[config.mk]
export PLATFORM = sky130hd
export DESIGN_NAME = pipelined_alu_datapath
export DESIGN_NICKNAME = d
export VERILOG_FILES = /design/src/rtl/alu_dp_pkg.sv /design/src/rtl/alu_core.sv /design/src/rtl/pipelined_alu_datapath.sv
export SDC_FILE = /design/constraint.sdc
export NUM_CORES = 1
export LEC_CHECK = 0
export CAP_MARGIN = 20
export CORE_ASPECT_RATIO = 1.2
export CORE_UTILIZATION = 30
export DETAILED_ROUTE_END_ITERATION = 6
export PLACE_DENSITY_LB_ADDON = 0.12
export SLEW_MARGIN = 20
export SYNTH_ARGS = -nofsm -noshare
export SYNTH_HDL_FRONTEND = slang
export SYNTH_SLANG_ARGS = --single-unit
[constraint.sdc]
create_clock -name clk -period 4.7 [get_ports clk]
set_input_delay 0.94 -clock clk [delete_from_list [all_inputs] [get_ports clk]]
set_output_delay 0.94 -clock clk [all_outputs]
set_load 0.05 [all_outputs]
[src/rtl/alu_dp_pkg.sv]
// Shared opcode encodings, flag bit positions and the flag-vector type for the ALU datapath.
package alu_dp_pkg;

    localparam logic [7:0] OpAdd = 8'h01;
    localparam logic [7:0] OpSub = 8'h02;
    localparam logic [7:0] OpAnd = 8'h03;
    localparam logic [7:0] OpOr  = 8'h04;
    localparam logic [7:0] OpXor = 8'h05;
    localparam logic [7:0] OpMov = 8'h06;
    localparam logic [7:0] OpShl = 8'h07;
    localparam logic [7:0] OpShr = 8'h08;
    localparam logic [7:0] OpCmp = 8'h09;

    // Bit positions within the packed {C, Z, N, V} flag vector.
    localparam int unsigned FlagC = 3;
    localparam int unsigned FlagZ = 2;
    localparam int unsigned FlagN = 1;
    localparam int unsigned FlagV = 0;

    typedef struct packed {
        logic c;
        logic z;
        logic n;
        logic v;
    } alu_flags_t;

endpackage

[src/rtl/alu_core.sv]
// Purely combinational ALU: decodes the opcode, computes result and {C,Z,N,V},
// and reports whether the op is illegal and whether it writes a register.
module alu_core
    import alu_dp_pkg::*;
#(
    parameter int unsigned WIDTH = 16
) (
    input  logic [7:0]       opcode,
    input  logic [WIDTH-1:0] a,
    input  logic [WIDTH-1:0] b,
    output logic [WIDTH-1:0] result,
    output alu_flags_t       flags,
    output logic             illegal,
    output logic             writes
);

    localparam int unsigned Msb = WIDTH - 1;
    localparam int unsigned ShW = $clog2(WIDTH);

    logic [WIDTH:0]   sum;
    logic [WIDTH:0]   diff;
    logic [ShW-1:0]   shamt;
    logic             carry;
    logic             ovf;

    assign sum   = {1'b0, a} + {1'b0, b};
    // Top bit of the widened difference is the borrow out.
    assign diff  = {1'b0, a} - {1'b0, b};
    assign shamt = b[ShW-1:0];

    always_comb begin
        result  = '0;
        carry   = 1'b0;
        ovf     = 1'b0;
        illegal = 1'b0;
        writes  = 1'b1;
        case (opcode)
            OpAdd: begin
                result = sum[WIDTH-1:0];
                carry  = sum[WIDTH];
                ovf    = (a[Msb] == b[Msb]) && (sum[Msb] != a[Msb]);
            end
            OpSub, OpCmp: begin
                result = diff[WIDTH-1:0];
                carry  = diff[WIDTH];
                ovf    = (a[Msb] != b[Msb]) && (diff[Msb] != a[Msb]);
                writes = (opcode != OpCmp);
            end
            OpAnd: result = a & b;
            OpOr:  result = a | b;
            OpXor: result = a ^ b;
            OpMov: result = b;
            OpShl: result = a << shamt;
            OpShr: result = a >> shamt;
            default: begin
                illegal = 1'b1;
                writes  = 1'b0;
            end
        endcase
    end

    assign flags.c = carry;
    assign flags.z = (result == '0);
    assign flags.n = result[Msb];
    assign flags.v = ovf;

endmodule

[src/rtl/pipelined_alu_datapath.sv]
// Two-stage ALU datapath with register file: S1 captures operands, S2 executes and writes back.
// Define ALU_FORWARD_EN to forward the S2 result into S1 instead of stalling on RAW hazards.
module pipelined_alu_datapath
    import alu_dp_pkg::*;
#(
    parameter int unsigned WIDTH = 16,
    parameter int unsigned NREGS = 16,
    parameter int unsigned RW    = $clog2(NREGS)
) (
    input  logic             clk,
    input  logic             reset,
    input  logic             issue_valid,
    output logic             issue_ready,
    input  logic [7:0]       opcode,
    input  logic [RW-1:0]    rs_a,
    input  logic [RW-1:0]    rs_b,
    input  logic [RW-1:0]    rd,
    input  logic             imm_sel,
    input  logic [WIDTH-1:0] immediate,
    input  logic             bus_en,
    output logic             result_valid,
    output logic [WIDTH-1:0] result,
    output logic [3:0]       flags,
    output logic             illegal_op,
    output logic [WIDTH-1:0] result_bus
);

    logic [WIDTH-1:0] regs_q [NREGS];

    logic             s1_valid_q;
    logic [7:0]       s1_op_q;
    logic [WIDTH-1:0] s1_a_q;
    logic [WIDTH-1:0] s1_b_q;
    logic [RW-1:0]    s1_rd_q;

    logic [WIDTH-1:0] result_q;
    alu_flags_t       flags_q;
    logic             result_valid_q;
    logic             illegal_q;

    logic [WIDTH-1:0] alu_result;
    alu_flags_t       alu_flags;
    logic             alu_illegal;
    logic             alu_writes;

    logic             hit_a;
    logic             hit_b;
    logic             accept;
    logic [WIDTH-1:0] op_a;
    logic [WIDTH-1:0] op_b;

    alu_core #(
        .WIDTH (WIDTH)
    ) u_alu_core (
        .opcode  (s1_op_q),
        .a       (s1_a_q),
        .b       (s1_b_q),
        .result  (alu_result),
        .flags   (alu_flags),
        .illegal (alu_illegal),
        .writes  (alu_writes)
    );

    // RAW hazard: the op in S1 will write a register the incoming op reads.
    assign hit_a = s1_valid_q && alu_writes && (s1_rd_q == rs_a);
    assign hit_b = s1_valid_q && alu_writes && !imm_sel && (s1_rd_q == rs_b);

`ifdef ALU_FORWARD_EN
    assign issue_ready = 1'b1;
    assign op_a        = hit_a ? alu_result : regs_q[rs_a];
    assign op_b        = imm_sel ? immediate : (hit_b ? alu_result : regs_q[rs_b]);
`else
    // One bubble suffices: S1 drains at the next edge and the register file then holds the value.
    assign issue_ready = !(issue_valid && (hit_a || hit_b));
    assign op_a        = regs_q[rs_a];
    assign op_b        = imm_sel ? immediate : regs_q[rs_b];
`endif

    assign accept = issue_valid && issue_ready;

    always_ff @(posedge clk or negedge reset) begin
        if (!reset) begin
            s1_valid_q <= 1'b0;
            s1_op_q    <= '0;
            s1_a_q     <= '0;
            s1_b_q     <= '0;
            s1_rd_q    <= '0;
        end else begin
            s1_valid_q <= accept;
            if (accept) begin
                s1_op_q <= opcode;
                s1_a_q  <= op_a;
                s1_b_q  <= op_b;
                s1_rd_q <= rd;
            end
        end
    end

    always_ff @(posedge clk or negedge reset) begin
        if (!reset) begin
            for (int unsigned i = 0; i < NREGS; i++) begin
                regs_q[i] <= '0;
            end
        end else if (s1_valid_q && alu_writes) begin
            regs_q[s1_rd_q] <= alu_result;
        end
    end

    always_ff @(posedge clk or negedge reset) begin
        if (!reset) begin
            result_valid_q <= 1'b0;
            result_q       <= '0;
            flags_q        <= '0;
            illegal_q      <= 1'b0;
        end else begin
            result_valid_q <= s1_valid_q;
            illegal_q      <= s1_valid_q && alu_illegal;
            if (s1_valid_q) begin
                result_q <= alu_result;
                if (!alu_illegal) begin
                    flags_q <= alu_flags;
                end
            end
        end
    end

    assign result_valid = result_valid_q;
    assign result       = result_q;
    assign flags        = flags_q;
    assign illegal_op   = illegal_q;
    assign result_bus   = (result_valid_q && bus_en) ? result_q : '0;

endmodule

==> run metrics <==
Placer Congestion=0.921; Die ar.=0.0676 sq mm; Worst slew margin=21.0%; synthesized flop and latch total=323; Int Pwr=6.14 mW; Setup TNS Final=0 ns; final std cells w/o fill=2911; DRC=0; DRT iter0 DRCs=1004; first-pass GRT wire length=111000 um; GRT Resource Usage Total=22.4%; Final Cycle Share=88.5%; crit path time final=4.16 ns; Distinct cells, synth=78; RSZ-0062 raised after global routing=no; CTS hold repair buffers=0; kind of critical path=flop to flop; Post-synth ARST share=100%; P per Cell Area=407 mW/mm^2; critical path required time=5.12 ns; CP endpoint kind=flop; Synth Flop Type=dfrtp_1; via count=15.8k; Post-Synthesis Cell Area=0.0200 sq mm; layout cells sized above 1=20.0%; total power=9.47 mW; Congestion Overflow GR=0; HPWL Detailed=51300 um; Max-Cap Viols=0; post-layout util=35.3%; CTS tree=yes; Lkg Pwr=9.67 nW; worst slew pin tran=1.18 ns; 1st-pass router iterations=7; Top Ports=80; final setup vio count=0; Syn Area/Cell=10.2 sq um; P_sw=3.32 mW; Sw Ratio=35.1%; Worst Slack Setup Final=0.542 ns; Clock power frac=30.5%; Final Skew=0.0220 ns; Initial Util=30.3%; Die H=285 um; P&R area growth vs syn=16.6%; WP data arrival=4.58 ns; top-area cell type share of the netlist area=40.5%; warnings from Yosys=0; via/cell ratio=5.42; largest net degree at the start of global routing=112; Post-synth EDFFs=0; post-CTS setup buffer count=0; Hold Fails Final Rpt=0; Max Clk Rate=0.240 GHz; DP Worst Slack=0.597 ns; clock sinks=323; antenna cells=0; commonest non-fill, non-tap cell in the layout=dfrtp_1; Clock Root Buffer=clkbuf_16; total CTS buffers=39; cell total after placement=2841; vias in the first global route=16.0k; ranking of synthesized cells by area=dfrtp_1 40%, mux4_2 19%, a21oi_1 6.0%; # rows=103; register clock-pin slew on the reported worst setup and hold paths=0.06 ns; DRT antenna net count=0; CTS H-tree depth=2; syn_nets=2051; Clock Latency Late Sink=0.56 ns; most frequent cells in the layout=323 x dfrtp_1, 265 x nor2_1, 238 x a21oi_1; Synth area leader=dfrtp_1; wire per inst=25.8 um; Logic pwr share=31.1%; WL final=75100 um; worst vdd ir=0.203 mV; I/O Buffers=79; post-synthesis sequential area ratio=40.5%; Longest Clk Path Bufs=3; Slew Limit Fails=0; Setup crit start kind=flop; initial antenna violation count=1; Cells after Synth=1955; Crit Path Max Fanout=17; Core Box Area=0.0659 sq mm; Resized cells post-CTS=0; die extent in x=237 um; status=finished, final reports clean; register share of total power=38.4%; min-delay worst type=primary input to async pin; fin nets=2088
## synthesized netlist by cell type (15+ instances only)
library cell  instances
a211oi_1             15
a21oi_1             238
and3_1               23
buf_1                22
clkbuf_1            133
dfrtp_1             323
ha_1                 53
inv_1                46
mux2_2               36
mux2i_1              33
mux4_2              170
nand2_1             189
nand3_1              19
nor2_1              274
nor2b_1              19
nor3_1               21
o21ai_0             113
xnor2_1              15
## power groups by stage
stage / Clock [mW] / Combinational (mW) / Sequential, mW
CTS: 2.98 / 2.95 / 3.63
floorplan: 0 / 1.91 / 3.64
global placement: 0 / 2.92 / 3.65
detailed placement: 0 / 2.94 / 3.67
finish: 2.89 / 2.94 / 3.63
global route: 3.09 / 3.18 / 3.70
## sequential cells by signal, summed over array words and instances, names as in the netlist
signal and flops:
s1_op_q 8, regs_q 256, illegal_op 1, s1_valid_q 1, result_valid 1, s1_rd_q 4, result 16, s1_b_q 16
s1_a_q 16, flags 4
## worst max-delay path, cell delays in order (launching register included)
cell      delay [ns]
dfrtp_1         0.54
inv_1           0.08
ha_1            0.57
nand4_1         0.26
a21oi_1         0.12
a211oi_1        0.57
o21ai_0         0.28
o41ai_1         0.75
o221ai_1        0.22
a21oi_1         0.22
buf_4           0.27
o21ai_0         0.13
## cells by family after synthesis
family	count (synthesis)	synth area share [%]
fa+ha+maj	55	3.52
compound gates	499	14.9
simple gates	608	13.3
xor+xnor	17	0.746
mux	239	22.9
flops	323	40.5
buf+inv	214	4.19
## area by class of cell
cell class / count / area (sq um)
clock buffers: 53 / 1060
clock inverters: 15 / 133
fillers: 6562 / 42600
inverters: 48 / 180
multi-input cells: 1418 / 11200
flip-flops and latches: 323 / 8080
well taps: 892 / 1120
repair buffers: 162 / 1510
## per-layer routing
layer | up-vias | global-route usage [%] | wire [um]
met5 | - | 0 | 11
met4 | 2 | 10.3 | 3770
met3 | 158 | 2.58 | 2660
met2 | 412 | 39.3 | 38100
met1 | 8013 | 27.5 | 30500
li1 | 7203 | - | -
## through the flow
stage	hold slack [ns]	cell area (sq um)
floorplan	0.352	20000
global placement	0.475	22000
detailed placement	0.483	22000
CTS	0.472	23200
global route	0.505	23300
finish	0.441	23300
## path summary, 6_finish.rpt
kind                                     endpoint             startpoint  cells after the start  slack, ns
max                        regs_q[45]$_DFFE_PN0P_  s1_a_q[5]$_DFFE_PN0P_                     11       0.54
min                        regs_q[11]$_DFFE_PN0P_                  reset                      1       0.44
max reg2reg                regs_q[45]$_DFFE_PN0P_  s1_a_q[5]$_DFFE_PN0P_                     11       0.54
min reg2reg                  flags[3]$_DFFE_PN0P_   flags[3]$_DFFE_PN0P_                      2       0.49
max in group asynchronous  result[15]$_DFFE_PN0P_                  reset                      2       3.19
min in group clk             flags[3]$_DFFE_PN0P_   flags[3]$_DFFE_PN0P_                      2       0.49
Note: power is estimated with default switching activity, not from simulation.
